<file path="src/rtl/div47_seq_if.sv">
// Operand/result handshake bundle for the divide-by-47 controller.
// valid/ready: a transfer happens on a rising clk edge where both are high; valid never waits on ready.
interface div47_seq_if #(
    parameter int W = 36
);
    logic         in_valid;
    logic         in_ready;
    logic [W-1:0] in_dividend;
    logic         out_valid;
    logic         out_ready;
    logic [W-1:0] out_quotient;
    logic [5:0]   out_remainder;

    modport master (
        output in_valid, in_dividend, out_ready,
        input  in_ready, out_valid, out_quotient, out_remainder
    );

    modport slave (
        input  in_valid, in_dividend, out_ready,
        output in_ready, out_valid, out_quotient, out_remainder
    );
endinterface

</file>
<file path="src/rtl/div47_seq.sv">
// Sequential unsigned divide-by-47: one radix-8 digit per cycle, MSB digit first.
// W must be a multiple of 3 in 3..48.
module div47_seq #(
    parameter int W = 36
) (
    input  logic        clk,
    input  logic        rst,
    div47_seq_if.slave  bus,
    output logic        busy,
    output logic [1:0]  dbg_state
);
    localparam int ND = W / 3;
    localparam int CW = (ND > 1) ? $clog2(ND) : 1;

    localparam logic [1:0] ST_IDLE = 2'd0;
    localparam logic [1:0] ST_RUN  = 2'd1;
    localparam logic [1:0] ST_DONE = 2'd2;

    logic [1:0]    state_q, state_d;
    logic [W-1:0]  digit_q, digit_d;
    logic [W-1:0]  quot_q, quot_d;
    logic [5:0]    rem_q, rem_d;
    logic [CW-1:0] cnt_q, cnt_d;

    logic [8:0] step_w;
    logic [2:0] step_q;
    logic [5:0] step_r;

    // {r, d} is exactly 8*r + d; with r < 47 it stays below 384, so q fits in 3 bits.
    always_comb begin
        step_w = {rem_q, digit_q[W-1 -: 3]};
        step_q = 3'(step_w / 9'd47);
        step_r = 6'(step_w % 9'd47);
    end

    always_comb begin
        state_d = state_q;
        digit_d = digit_q;
        quot_d  = quot_q;
        rem_d   = rem_q;
        cnt_d   = cnt_q;
        case (state_q)
            ST_IDLE: begin
                if (bus.in_valid) begin
                    digit_d = bus.in_dividend;
                    quot_d  = '0;
                    rem_d   = '0;
                    cnt_d   = CW'(ND - 1);
                    state_d = ST_RUN;
                end
            end
            ST_RUN: begin
                digit_d = digit_q << 3;
                quot_d  = (quot_q << 3) | W'(step_q);
                rem_d   = step_r;
                if (cnt_q == '0) begin
                    state_d = ST_DONE;
                end else begin
                    cnt_d = cnt_q - CW'(1);
                end
            end
            ST_DONE: begin
                if (bus.out_ready) begin
                    state_d = ST_IDLE;
                end
            end
            default: state_d = ST_IDLE;
        endcase
    end

    always_ff @(posedge clk) begin
        if (rst) begin
            state_q <= ST_IDLE;
            digit_q <= '0;
            quot_q  <= '0;
            rem_q   <= '0;
            cnt_q   <= '0;
        end else begin
            state_q <= state_d;
            digit_q <= digit_d;
            quot_q  <= quot_d;
            rem_q   <= rem_d;
            cnt_q   <= cnt_d;
        end
    end

    // Accept only in IDLE, so the handshake-out cycle can never re-accept.
    assign bus.in_ready      = (state_q == ST_IDLE);
    assign bus.out_valid     = (state_q == ST_DONE);
    assign bus.out_quotient  = quot_q;
    assign bus.out_remainder = rem_q;
    assign busy              = (state_q != ST_IDLE);
    assign dbg_state         = state_q;
endmodule

</file>
<file path="src/flat_wrapper.sv">
// flat-port wrapper written by rule: the top's interface ports become plain ports
module div47_seq_flat 
#(
    parameter int W = 36
)
  (clk, rst, busy, dbg_state, bus_in_valid, bus_in_dividend, bus_out_ready, bus_in_ready, bus_out_valid, bus_out_quotient, bus_out_remainder);
  div47_seq_if #(.W(W)) bus_i ();
  input  logic clk;
  input  logic rst;
  output logic busy;
  output logic [1:0] dbg_state;
  input wire logic [$bits(bus_i.in_valid)-1:0] bus_in_valid;
  input wire logic [$bits(bus_i.in_dividend)-1:0] bus_in_dividend;
  input wire logic [$bits(bus_i.out_ready)-1:0] bus_out_ready;
  output wire logic [$bits(bus_i.in_ready)-1:0] bus_in_ready;
  output wire logic [$bits(bus_i.out_valid)-1:0] bus_out_valid;
  output wire logic [$bits(bus_i.out_quotient)-1:0] bus_out_quotient;
  output wire logic [$bits(bus_i.out_remainder)-1:0] bus_out_remainder;
  assign bus_i.in_valid = bus_in_valid;
  assign bus_i.in_dividend = bus_in_dividend;
  assign bus_i.out_ready = bus_out_ready;
  assign bus_in_ready = bus_i.in_ready;
  assign bus_out_valid = bus_i.out_valid;
  assign bus_out_quotient = bus_i.out_quotient;
  assign bus_out_remainder = bus_i.out_remainder;
  div47_seq #(.W(W)) u_core (.clk(clk), .rst(rst), .bus(bus_i), .busy(busy), .dbg_state(dbg_state));
endmodule
</file>
<file path="config.mk">
export PLATFORM = sky130hd
export DESIGN_NAME = div47_seq_flat
export DESIGN_NICKNAME = d
export VERILOG_FILES = /design/src/rtl/div47_seq_if.sv /design/src/rtl/div47_seq.sv /design/src/flat_wrapper.sv
export SDC_FILE = /design/constraint.sdc
export NUM_CORES = 1
export LEC_CHECK = 0
export CAP_MARGIN = 20
export CELL_PAD_IN_SITES_DETAIL_PLACEMENT = 0
export CELL_PAD_IN_SITES_GLOBAL_PLACEMENT = 1
export CORE_MARGIN = 3
export CORE_UTILIZATION = 37
export CTS_CLUSTER_DIAMETER = 60
export DETAILED_ROUTE_END_ITERATION = 12
export PLACE_DENSITY_LB_ADDON = 0.1
export SLEW_MARGIN = 15
export SYNTH_ARGS = -nofsm -noshare
export SYNTH_HDL_FRONTEND = slang
export SYNTH_SLANG_ARGS = --single-unit
</file>
<file path="constraint.sdc">
create_clock -name clk -period 4.7 [get_ports clk]
set_input_delay 1.41 -clock clk [delete_from_list [all_inputs] [get_ports clk]]
set_output_delay 1.41 -clock clk [all_outputs]
set_load 0.03 [all_outputs]
</file>
== Yosys cells after proc, flatten, opt, wreduce, memory -nomap -nowiden ==
Index checks and enable logic that the tools add are counted.
Widths: inputs -> output; s select.

* $add $sub $neg: 1
* Div/mod/pow operators: 2
* Equality and inequality tests: 6
* Mux-type cells: 13
* Bitwise logic cells: 1
* Reduce and logical (&&, ||, !) cells: 7

{| class="wikitable"
|+ Operators with widths
! operator !! count
|-
| $pmux 36 s2 || 2
|-
| $mux 36 || 2
|-
| $or 36x3->36 || 1
|-
| $pmux 6 s2 || 1
|-
| $div 9x6->9 const B || 1
|-
| $mod 9x6->9 const B || 1
|-
| $mux 4 || 2
|-
| $pmux 4 s2 || 1
|-
| $mux 2 || 3
|-
| $mux 6 || 1
|-
| $ne 2x2->1 const B || 3
|-
| $pmux 2 s3 || 1
|-
| $reduce_and 3->1 || 2
|-
| $logic_not 4->1 || 1
|-
| $reduce_bool 2->1 || 2
|-
| $sub 4x1->4 const B || 1
|-
| $eq 2x1->1 const B || 1
|-
| $eq 2x2->1 const B || 1
|-
| $logic_not 2->1 || 1
|-
| $ne 2x1->1 const B || 1
|-
| $reduce_and 2->1 || 1
|}

* Register bits after elaboration: 84
* Input port bits: 40
* Output and inout bits: 47
* Word-level logic and storage cells: 35

== Depth between registers and ports, before layout ==
* Depth in word-level cells: 3
* Gate-level depth with buffers: 15
* Mapped depth without buffers: 12

== Least setup slack after synthesis ==
Ideal clock, no wire load.

* Path kind: flip-flop to flip-flop
* Start point: reg u_core.rem_q[5], in the netlist u_core.bus.out_remainder[5]
* End point: reg u_core.rem_q[2], in the netlist u_core.bus.out_remainder[2]
* Setup time: 62 ps
* Data arrival time: 3422 ps
* Data required time: 4638 ps
* Setup slack: 1216 ps
* Stages on the path, launching flop included: 15
* Buffers on the path: 3
* Clock period less this slack: 3484 ps
* Cells stage by stage: dfxtp_1 -> buf_4 -> buf_6 -> nor2_1 -> a311o_1 -> or4b_4 -> a21oi_2 -> nand2b_1 -> buf_2 -> xor2_1 -> ha_1 -> a21boi_1 -> o31a_1 -> or3_1 -> nand3_1

* Cells in the longest elaborated chain, start to end: 2

{| class="wikitable"
|+ RTL lines
! element !! line !! source
|-
| start: declaration || div47_seq.sv:22 || <nowiki>logic [5:0] rem_q, rem_d;</nowiki>
|-
| start signal: assignment || div47_seq.sv:82 || <nowiki>rem_q <= rem_d;</nowiki>
|-
| $mod 9x6->9 || div47_seq.sv:33 || <nowiki>step_r = 6'(step_w % 9'd47);</nowiki>
|-
| $pmux 6 s2 || div47_seq.sv:42 || <nowiki>case (state_q)</nowiki>
|}

No other way between the ends.
A chain may end at the register's enable or synchronous reset.

== Worst setup path in the final report ==
Same ends and word-level chain as after synthesis.

==> reports/results.ini <==
[synth]
synthFlopType = dfxtp_1
syn_nets = 566
synth_seq_cells = 84
syn_area_um2 = 4140
synth_cell_types = 61
synth_warnings = 0
ys_seq_area_frac = 0.406
avgSynthCellArea_um2 = 7.94
synth_edf_count = 0
synthArstFlopShare = 0
synth_cells = 522

[place]
place_ws_ns = 0.736
port-buffer-count = 86
hpwl_um = 7280
place_congestion = 0.882

[routing]
wl_per_cell_um = 14.9
drt_wl_total_um = 10700
drt-pass1-iter-count = 4
viasPerCell = 5.45
drt-initial-drc-count = 268
ant_nets = 0
vias = 3936
drc = 0

[setup_path]
critPathArrivalTime_ns = 4.32
cp-end-kind = register
cp_max_fo = 20
startpoint_type = register
path_class = reg -> reg
required_ns = 5.01

[sta]
slew_violations = 0
skew_ns = 0.00858
setup_ws_ns = 0.691
worstMarginPinSlew_ns = 0.836
tns_ns = 0
fmax_ghz = 0.249
relSlewSlack = 0.441
setup_violations = 0
rsz0062_at_grt = false
hold_violations = 0
final.min_clock_period_ns = 4.01
hold-worst-slack_ns = 0.475
fin_crit_sh = 0.853

[clock_tree]
clk_latency_ns = 0.36
cts.repair.resized = 0
cts_tree = done
cts_buffers = 9
path_clk_slew_ns = 0.09
ctsHoldBuffers = 0
cts_sinks = 84
clockRootBuffer = clkbuf_8
h-tree-depth = 3
cts_setup_buffers = 0
cts_buffer_depth = 2

[global_routing]
track_usage = 0.171
grt_max_degree = 57
use_met1 = 0.224
busiest_layer = met2
antenna_found_initial = 0
first_global_vias = 3643
grt_pass1_wl_um = 17800
grtUsageMet3 = 0.0429
grt_util_met2 = 0.271
overflow = 0

[finish]
utilization = 0.477
fill_cells = 1119
drive_gt1_frac = 0.0636
synthToLayoutAreaGrowth_pct = 25.3
fin_nets = 621
antenna_cells = 0

[run]
drv_cap = 0

[die]
die_area_um2 = 12500
chipHeight_um = 112
initial_core_util = 0.381
die_x_um = 112
num_rows = 38
io_pins = 87
core_um2 = 10900

[power]
irDropWorstVdd_mv = 0.242
p_per_area_nw_per_um2 = 312
leakage_nw = 1.89

[worst_hold_path]
hp-class = reg -> reg

[run_status]
status = finished, final reports clean

[synthesized netlist by cell type (all sizes together) (4+ instances only)]
master / count / area share
a21oi: 10 / 0.013
nor2b: 5 / 0.0075
nand3: 10 / 0.012
nor2: 98 / 0.089
dfxtp: 84 / 0.41
nand2: 88 / 0.080
o21ai: 11 / 0.013
inv: 8 / 0.0072
a21o: 4 / 0.0075
buf: 12 / 0.022
a31oi: 4 / 0.0060
nor3b: 4 / 0.0072
ha: 4 / 0.012
a311oi: 33 / 0.070
xor2: 4 / 0.0085
clkbuf: 34 / 0.031
a22oi: 39 / 0.071
nand2b: 5 / 0.0075
nor3: 12 / 0.014
mux2i: 4 / 0.0097
[cell families after synthesis]
logic type / share of synthesized area
multiplexers: 0.00966
AND/OR/NAND/NOR: 0.249
AO/OA/AOI/OAI: 0.251
adder cells (fa/ha/maj): 0.0121
buffers and inverters: 0.0604
XOR/XNOR: 0.0127
flip-flops: 0.406
[final cells by class]
class                   count  area, um2  share of cell area
clock inverters             5       42.5             0.00819
multi-input cells         384       2230               0.429
well taps                 140        175              0.0337
inverters                   8       30.0             0.00578
repair buffers             90        886               0.171
flip-flops and latches     84       1680               0.324
clock buffers              11        151              0.0291
[placed cells by master (no fill, tap or decap), types with 3 or more instances in the layout]
cell type        instances
a22oi_1                 39
o211a_1                  3
dfxtp_1                 84
clkdlybuf4s50_1         85
nor3b_1                  4
nor2b_1                  4
a21o_1                   3
a311oi_1                33
ha_1                     4
inv_1                    8
nor2_1                  97
nand3_1                 10
clkbuf_8                11
buf_4                    4
xor2_1                   4
o31ai_1                  3
nand2_1                 87
mux2i_1                  4
or3_1                    3
nor3_1                  12
o21ai_0                  9
a21oi_1                  9
a31oi_1                  4
nand2b_1                 5
[stage by stage]
stage | std cells | power, W | cell area (um2)
after detailed placement | 706 | 0.00114 | 5000
after global placement | 706 | 0.00113 | 5000
final | 722 | 0.00162 | 5190
after floorplan | 522 | 0.00103 | 4140
after global routing | 722 | 0.00172 | 5190
after CTS | 722 | 0.00165 | 5190
[registers in the layout, summed over array words and instances (netlist names)]
signal / cells
u_core.dbg_state: 2
u_core.cnt_q: 4
u_core.bus.out_quotient: 36
u_core.bus.out_remainder: 6
u_core.digit_q: 36
[layer usage]
| metal | wire length, um | up-vias | part of all wire |
|---|---|---|---|
| met4 | 144 | 0 | 0.013 |
| met5 | 0 | - | 0 |
| met3 | 538 | 13 | 0.050 |
| met1 | 4910 | 1860 | 0.46 |
| li1 | - | 1972 | - |
| met2 | 5150 | 91 | 0.48 |
[path summary, 6_finish.rpt]
check / start / end / slack [ns] / depth (start not counted)
worst max register to register: u_core.bus.out_remainder[5]$_SDFFE_PP0P_ / u_core.bus.out_remainder[2]$_SDFFE_PP0P_ / 0.69 / 12
worst max-delay path: u_core.bus.out_remainder[5]$_SDFFE_PP0P_ / u_core.bus.out_remainder[2]$_SDFFE_PP0P_ / 0.69 / 12
worst min register to register: u_core.digit_q[28]$_SDFFE_PP0P_ / u_core.digit_q[31]$_SDFFE_PP0P_ / 0.47 / 2
worst min-delay path: u_core.digit_q[28]$_SDFFE_PP0P_ / u_core.digit_q[31]$_SDFFE_PP0P_ / 0.47 / 2
[report_power, final]
group / internal [W] / switching, W / total, W / leakage, nW
Combinational: 0.000121 / 0.000190 / 0.000311 / 1.11
Sequential: 0.000762 / 0.0000448 / 0.000807 / 0.687
Clock: 0.000226 / 0.000274 / 0.000500 / 0.0965
[worst max-delay path, stage by stage, from the launching register on]
cell and delay [ns]:
dfxtp_1 0.77, and3_4 0.34, o2111a_2 0.22, nand2_2 0.07
and3_1 0.17, nor3_1 0.56, nand2b_1 0.33, xor2_1 0.24
ha_1 0.24, a21boi_1 0.16, o31a_1 0.36, or3_1 0.39
nand3_1 0.09
Note: power is estimated with default switching activity, not from simulation.
